## src/rtl/alu_cmd_sequencer.sv

```systemverilog
// alu_cmd_sequencer
// Command front end for the 4-bit flag ALU. It accepts load and ALU commands
// on a valid/ready channel. Operands come from a 4 x 4-bit register file and
// are presented to the external combinational ALU from registers. The result
// is written back to the register file and returned with its flags on a
// valid/ready response channel. Sticky carry/overflow flags are kept for
// software polling.
//
// Ports
//   clk, rst                      rising-edge clock, synchronous active-high reset
//   cmd_valid / cmd_ready         command handshake
//   cmd_load, cmd_op, cmd_ra/rb/rd, cmd_use_imm, cmd_imm   command fields
//   alu_a, alu_b, alu_op          registered ALU operands and opcode
//   alu_result, alu_carry/zero/overflow   ALU outputs
//   rsp_valid / rsp_ready         response handshake
//   rsp_result, rsp_carry/zero/overflow   response payload
//   sticky_carry/overflow, flag_clear     accumulated flags and their clear
//   dbg_sel / dbg_data            combinational register-file read port
//
// state | meaning
// ------+-----------------------------------------------------------
// IDLE  | cmd_ready high, waiting for a command
// ISSUE | ALU operands stable, result captured on the closing edge
// RESP  | rsp_valid high, response held until rsp_ready
module alu_cmd_sequencer (
    input  logic       clk,
    input  logic       rst,
    input  logic       cmd_valid,
    output logic       cmd_ready,
    input  logic       cmd_load,
    input  logic [2:0] cmd_op,
    input  logic [1:0] cmd_ra,
    input  logic [1:0] cmd_rb,
    input  logic [1:0] cmd_rd,
    input  logic       cmd_use_imm,
    input  logic [3:0] cmd_imm,
    output logic [3:0] alu_a,
    output logic [3:0] alu_b,
    output logic [2:0] alu_op,
    input  logic [3:0] alu_result,
    input  logic       alu_carry,
    input  logic       alu_zero,
    input  logic       alu_overflow,
    output logic       rsp_valid,
    input  logic       rsp_ready,
    output logic [3:0] rsp_result,
    output logic       rsp_carry,
    output logic       rsp_zero,
    output logic       rsp_overflow,
    output logic       sticky_carry,
    output logic       sticky_overflow,
    input  logic       flag_clear,
    input  logic [1:0] dbg_sel,
    output logic [3:0] dbg_data
);

    typedef enum logic [1:0] {
        ST_IDLE  = 2'd0,
        ST_ISSUE = 2'd1,
        ST_RESP  = 2'd2
    } state_t;

    state_t     state_q, state_d;
    logic [3:0] regs_q [4];
    logic [3:0] regs_d [4];
    logic [1:0] rd_q, rd_d;
    logic [3:0] alu_a_q, alu_a_d;
    logic [3:0] alu_b_q, alu_b_d;
    logic [2:0] alu_op_q, alu_op_d;
    logic [3:0] rsp_result_q, rsp_result_d;
    logic       rsp_carry_q, rsp_carry_d;
    logic       rsp_zero_q, rsp_zero_d;
    logic       rsp_overflow_q, rsp_overflow_d;
    logic       sticky_carry_q, sticky_carry_d;
    logic       sticky_overflow_q, sticky_overflow_d;

    always_comb begin
        state_d        = state_q;
        regs_d         = regs_q;
        rd_d           = rd_q;
        alu_a_d        = alu_a_q;
        alu_b_d        = alu_b_q;
        alu_op_d       = alu_op_q;
        rsp_result_d   = rsp_result_q;
        rsp_carry_d    = rsp_carry_q;
        rsp_zero_d     = rsp_zero_q;
        rsp_overflow_d = rsp_overflow_q;
        // Clear first; a capture on the same edge then ORs in the new flags,
        // so the sticky state ends up holding only that command's flags.
        sticky_carry_d    = flag_clear ? 1'b0 : sticky_carry_q;
        sticky_overflow_d = flag_clear ? 1'b0 : sticky_overflow_q;

        case (state_q)
            ST_IDLE: begin
                if (cmd_valid) begin
                    rd_d = cmd_rd;
                    if (cmd_load) begin
                        regs_d[cmd_rd] = cmd_imm;
                        rsp_result_d   = cmd_imm;
                        rsp_carry_d    = 1'b0;
                        rsp_zero_d     = 1'b0;
                        rsp_overflow_d = 1'b0;
                        state_d        = ST_RESP;
                    end else begin
                        alu_a_d  = regs_q[cmd_ra];
                        alu_b_d  = cmd_use_imm ? cmd_imm : regs_q[cmd_rb];
                        alu_op_d = cmd_op;
                        state_d  = ST_ISSUE;
                    end
                end
            end
            ST_ISSUE: begin
                regs_d[rd_q]      = alu_result;
                rsp_result_d      = alu_result;
                rsp_carry_d       = alu_carry;
                rsp_zero_d        = alu_zero;
                rsp_overflow_d    = alu_overflow;
                sticky_carry_d    = sticky_carry_d | alu_carry;
                sticky_overflow_d = sticky_overflow_d | alu_overflow;
                state_d           = ST_RESP;
            end
            ST_RESP: begin
                if (rsp_ready) begin
                    state_d = ST_IDLE;
                end
            end
            default: begin
                state_d = ST_IDLE;
            end
        endcase
    end

    always_ff @(posedge clk) begin
        if (rst) begin
            state_q <= ST_IDLE;
            for (int i = 0; i < 4; i++) begin
                regs_q[i] <= 4'd0;
            end
            rd_q              <= 2'd0;
            alu_a_q           <= 4'd0;
            alu_b_q           <= 4'd0;
            alu_op_q          <= 3'd0;
            rsp_result_q      <= 4'd0;
            rsp_carry_q       <= 1'b0;
            rsp_zero_q        <= 1'b0;
            rsp_overflow_q    <= 1'b0;
            sticky_carry_q    <= 1'b0;
            sticky_overflow_q <= 1'b0;
        end else begin
            state_q           <= state_d;
            regs_q            <= regs_d;
            rd_q              <= rd_d;
            alu_a_q           <= alu_a_d;
            alu_b_q           <= alu_b_d;
            alu_op_q          <= alu_op_d;
            rsp_result_q      <= rsp_result_d;
            rsp_carry_q       <= rsp_carry_d;
            rsp_zero_q        <= rsp_zero_d;
            rsp_overflow_q    <= rsp_overflow_d;
            sticky_carry_q    <= sticky_carry_d;
            sticky_overflow_q <= sticky_overflow_d;
        end
    end

    assign cmd_ready       = (state_q == ST_IDLE) && !rst;
    assign rsp_valid       = (state_q == ST_RESP);
    assign alu_a           = alu_a_q;
    assign alu_b           = alu_b_q;
    assign alu_op          = alu_op_q;
    assign rsp_result      = rsp_result_q;
    assign rsp_carry       = rsp_carry_q;
    assign rsp_zero        = rsp_zero_q;
    assign rsp_overflow    = rsp_overflow_q;
    assign sticky_carry    = sticky_carry_q;
    assign sticky_overflow = sticky_overflow_q;
    assign dbg_data        = regs_q[dbg_sel];

endmodule

```

## config.mk

```make
export PLATFORM = sky130hd
export DESIGN_NAME = alu_cmd_sequencer
export DESIGN_NICKNAME = d
export VERILOG_FILES = /design/src/rtl/alu_cmd_sequencer.sv
export SDC_FILE = /design/constraint.sdc
export NUM_CORES = 1
export LEC_CHECK = 0
export ABC_CLOCK_PERIOD_IN_PS = 2300
export BUFFER_PORTS_ARGS = -buffer_cell sky130_fd_sc_hd__buf_4
export CORE_UTILIZATION = 44
export CTS_BUF_LIST = sky130_fd_sc_hd__clkbuf_4 sky130_fd_sc_hd__clkbuf_8
export DETAILED_ROUTE_END_ITERATION = 6
export PLACE_DENSITY = 0.67
export SETUP_SLACK_MARGIN = 0.1
export SLEW_MARGIN = 0
export SYNTH_ARGS = -nofsm -noshare
export SYNTH_HDL_FRONTEND = slang
export SYNTH_SLANG_ARGS = --single-unit
```

## constraint.sdc

```tcl
create_clock -name clk -period 2.3 [get_ports clk]
set_input_delay 0.115 -clock clk [delete_from_list [all_inputs] [get_ports clk]]
set_output_delay 0.115 -clock clk [all_outputs]
set_load 0.01 [all_outputs]
```

== Word-level counts from Yosys, hierarchy flattened ==
Cells that the tools add are included.
Word-level totals
  bits of input ports: 29
  register bits: 40
  output and inout bits: 26
  word-level logic and storage cells: 80
Operators by class
  reduce and logical (&&, ||, !) cells: 10
  mux-type cells: 35
  bitwise operators: 8
  $lt $le $gt $ge: 7
  equal/unequal tests: 5
Operators with widths (count)
  4-bit two-way mux: 11
  16-bit bitwise mux: 2
  16-bit two-way mux: 2
  16-bit case mux with 2 select lines: 1
  4-bit binary-select mux with 2-bit select: 3
  4-bit demux with 2-bit select: 2
  3-bit greater-or-equal comparator, second input constant: 5
  2-bit NOT with 3-bit output: 5
  4-bit case mux with 2 select lines: 1
  3-bit by 1-bit less-than comparator with 1-bit output, second input constant: 2
  1-bit two-way mux: 6
  2-bit two-way mux: 3
  1-bit case mux with 2 select lines: 3
  2-bit case mux with 3 select lines: 1
  3-bit AND reduction: 2
  2-bit inequality test, second input constant: 2
  2-bit AND reduction: 2
  1-bit logical AND: 3
  2-bit by 1-bit equality test with 1-bit output, second input constant: 1
  2-bit equality test, second input constant: 1
  2-bit logical NOT: 1
  2-bit by 1-bit inequality test with 1-bit output, second input constant: 1
  1-bit bitwise OR: 2
  2-bit nonzero test: 1
  2 further kinds: 2

== Depth between registers and ports, before layout ==
  depth in word-level cells: 9
  depth in mapped cells: 5
  depth with buffers taken out: 3

== Worst setup path before layout ==
OpenSTA, ideal clock, no wires.
  path kind: reg2reg
  start: register state_q[1]
  end: register regs_q[12] (netlist bit)
  cell stages (with the launch flop): 5
  clock period less this slack: 1345 ps
  arrival time: 1220 ps
  required time: 2175 ps
  setup slack: 955 ps
  path buffers: 1
  library setup time: 125 ps
  cells stage by stage: dfxtp_1 -> buf_6 -> or4b_4 -> o22ai_1 -> a221oi_2
On the way
  longest elaborated chain between the ends: 3
  elaborated cells on any way between the ends: 7
  classes of those cells: eq/ne (3); mux (1); reduce/logical (3)
RTL lines
  start, declared: line 63  | state_t state_q, state_d;
  start signal, assigned: line 150  | state_q <= state_d;
  2-bit by 1-bit equality test with 1-bit output or 2-bit logical NOT (tied branches): line 93  | case (state_q)
  2-bit nonzero test (no source line) or 2-bit inequality test (tied branches)
  3-bit AND reduction (no source line)
  end signal, assigned: line 151  | regs_q <= regs_d;
  end, declared: line 64  | logic [3:0] regs_q [4];
Several ways; a longest one is shown, not always the timed one.
A chain may end at the register's enable or synchronous reset.

== Worst setup path after layout ==
  start: register state_q[0]
  end: register regs_q[15] (netlist bit)
The elaborated chain is that of the path after synthesis.

==> results.yml <==
status:
  outcome: "finished clean"
clock_tree:
  cts-root-buf: "clkbuf_8"
  cts_hold_buf: 0
  clock_sinks: 40
  insertion_delay_ns: 0.30
  path_clk_slew_ns: 0.08
  cts_tree: "built"
  clockBufferDepth: 2
  htree_levels: 2
  cts_resized: 0
  cts_setup_buffers: 0
  cts_buffers: 5
critical_path:
  r2r.worst_path.cells: 3
  reg2reg_slack_ns: 0.59
  crit_path_end_kind: "flop"
  reg2reg_to: "regs_q[15]"
  startpoint_type: "flop"
  path_max_fanout: 19
  critPathRequiredTime_ns: 2.47
  rr_startpoint: "state_q[0]"
  crit_arrival_ns: 1.88
  worstSetupPathType: "flop to flop"
placed_design:
  dpl.cell_count: 342
  dp_hpwl_um: 4120
  io_buffers: 54
  gp_congestion: 0.811
power:
  pwr-share-comb_pct: 18.4
  switching_share_pct: 27.6
  power.density_nw_per_um2: 592
  seqPwrFrac_pct: 46.2
  leakage_nw: 1.04
  switching_power_mw: 0.458
  clkPwrFrac_pct: 35.4
  peakVddDrop_uv: 298
  intPower_mw: 1.20
drt:
  drt-initial-drc-count: 165
  wl_um: 5680
  wl_met3_um: 417
  drt_drc_violations_left: 0
  wl_met1_um: 2520
  vias_per_cell: 5.91
  wl_per_cell_um: 16.2
  firstDrtPassIters: 5
  dr_wl_met2_um: 2700
  top_layer_used: "met4"
  via_count: 2068
  antenna_left: 0
yosys:
  ys_seq_area_share_pct: 34.2
  synth_fp_nets: 266
  synth.avg_cell_area_sq_um: 9.87
  syn-cell-area_sq_um: 2340
  yosysTopAreaCell: "dfxtp_1"
  yosysTopAreaCellShare_pct: 34.2
  yosys-top-cells-area: "dfxtp_1 34%, a221oi_2 7.7%, mux4_2 7.7%, o22ai_1 4.3%, nor2_1 4.2%"
  ys_ff_latch: 40
  synth_most_common_cell: "dfxtp_1"
  synth_ff_type: "dfxtp_1"
  yosysWarnings: 0
  ys_types: 42
  synth_edf_count: 0
  synthTopCellsByCount: "40 x dfxtp_1, 26 x nor2_1, 17 x a21oi_1, 17 x nand2_1, 16 x o22ai_1"
  synth-async-reset-ratio_pct: 0
  synthesis.instances: 237
global_routing:
  grt_pass1_vias: 1763
  grt_first_pass_wirelength_um: 9030
  grt_max_degree: 42
  grt-ovfl-total: 0
  grt_usage_pct: 21.6
  antenna_found_initial: 0
sta:
  fmax_mhz: 585
  finalHoldViolCount: 0
  period_share_pct: 74.3
  fin_skew_ns: 0.00698
  slew_headroom_pct: 53.6
  rsz0062_at_grt: "false"
  tightestPinTransition_ns: 0.694
  setup_viol: 0
  finalSetupTns_ns: 0
  drv_slew: 0
  finalCriticalPeriod_ns: 1.71
floorplanning:
  coreArea_sq_um: 5110
  start_util_pct: 45.8
  fp.dieArea_sq_um: 5610
  rows: 26
  die_w_um: 74.9
  fp.dieH_um: 74.9
  pin_count: 55
cells_and_area:
  drive_gt1_share_pct: 36.1
  nNetsFinal: 308
  nFillCells: 476
  instances_no_fill: 350
  num_antenna_cells: 0
  area_growth_pct: 20.0
min_path:
  hp-start: "cmd_op[2]"
  holdPathEnd: "alu_op[2]"
  hold_path_depth: 3
  holdCritPathClass: "primary input to flop"
run:
  maxCapViolations: 0
-- power groups by stage --
stage	combinational (mW)	clock, mW	sequential [mW]
global placement	0.302	0	0.781
detailed placement	0.305	0	0.783
global route	0.335	0.624	0.774
floorplan	0.203	0	0.773
finish	0.305	0.587	0.767
CTS	0.306	0.596	0.767
-- worst max-delay path by stage --
stage,start,to,slack (ns),cells after the start
after floorplan,state_q[1],regs_q[12],0.95,4
after global placement,state_q[0],regs_q[15],0.64,3
after detailed placement,state_q[0],regs_q[15],0.62,3
after CTS,state_q[0],regs_q[13],0.60,3
after global routing,state_q[0],regs_q[13],0.44,3
final,state_q[0],regs_q[15],0.59,3
-- worst max-delay path: stages, from the launching register on --
cell and delay [ns]:
dfxtp_1 0.67, or4b_4 0.56, o22ai_1 0.24, a221oi_2 0.10
-- cell usage in the layout (no fill, tap or decap), drive strengths merged --
cell	n
a211oi	4
a221oi	16
mux4	8
nand2b	4
a22oi	1
or4b	2
a311oi	4
o21ai	3
dfxtp	40
inv	1
nor3b	1
buf	55
a21o	1
nand2	17
nand4b	2
o22ai	16
and4b	1
nor4b	2
clkbuf	5
and4bb	2
a21oi	17
a222oi	4
nor2	26
nand3	12
clkinvlp	1
or2	5
nor2b	5
nand4	4
bufinv	1
nor3	1
mux2	8
nand4bb	3
mux2i	6
clkinv	2
-- registers in the layout (all words and copies together), names as in the netlist --
name,cells
regs_q,16
alu_a,4
state_q,2
rd_q,2
sticky_overflow,1
rsp_carry,1
rsp_overflow,1
alu_op,3
sticky_carry,1
rsp_result,4
alu_b,4
rsp_zero,1
-- layer usage --
| layer | global-route usage, % | vias to the layer above |
|---|---|---|
| li1 | - | 1013 |
| met5 | 0 | - |
| met4 | 6.08 | 0 |
| met1 | 29.2 | 962 |
| met3 | 5.22 | 5 |
| met2 | 34.5 | 88 |
-- logic make-up after synthesis --
| kind of cell | count (synthesis) | share of synthesized area, % |
|---|---|---|
| DFF | 40 | 34.2 |
| buffers and inverters | 22 | 6.53 |
| AOI/OAI and AO/OA | 66 | 23.0 |
| and+or+nand+nor | 87 | 22.1 |
| muxes | 22 | 14.1 |
-- final cells by class --
cell class                 count  area [sq um]  area share, %
clock buffer                   5          68.8           2.45
clock inverter                 3          42.5           1.52
inverter                       2          7.51          0.268
multi-input combinational    175          1390           49.4
sequential                    40           801           28.5
tap                           70          87.6           3.12
timing repair buffer          55           413           14.7
-- stage by stage --
step	power [mW]	area, sq um	utilization [%]	worst slack (ns)	hold slack (ns)
finish	1.66	2810	54.9	0.591	0.0542
global route	1.73	2810	54.9	0.439	0.0533
CTS	1.67	2810	54.9	0.596	0.0500
detailed placement	1.09	2690	52.7	0.620	0.375
global placement	1.08	2690	52.7	0.641	0.366
floorplan	0.976	2340	-	0.955	0.251
No activity file was read; power rests on OpenSTA's default activity.
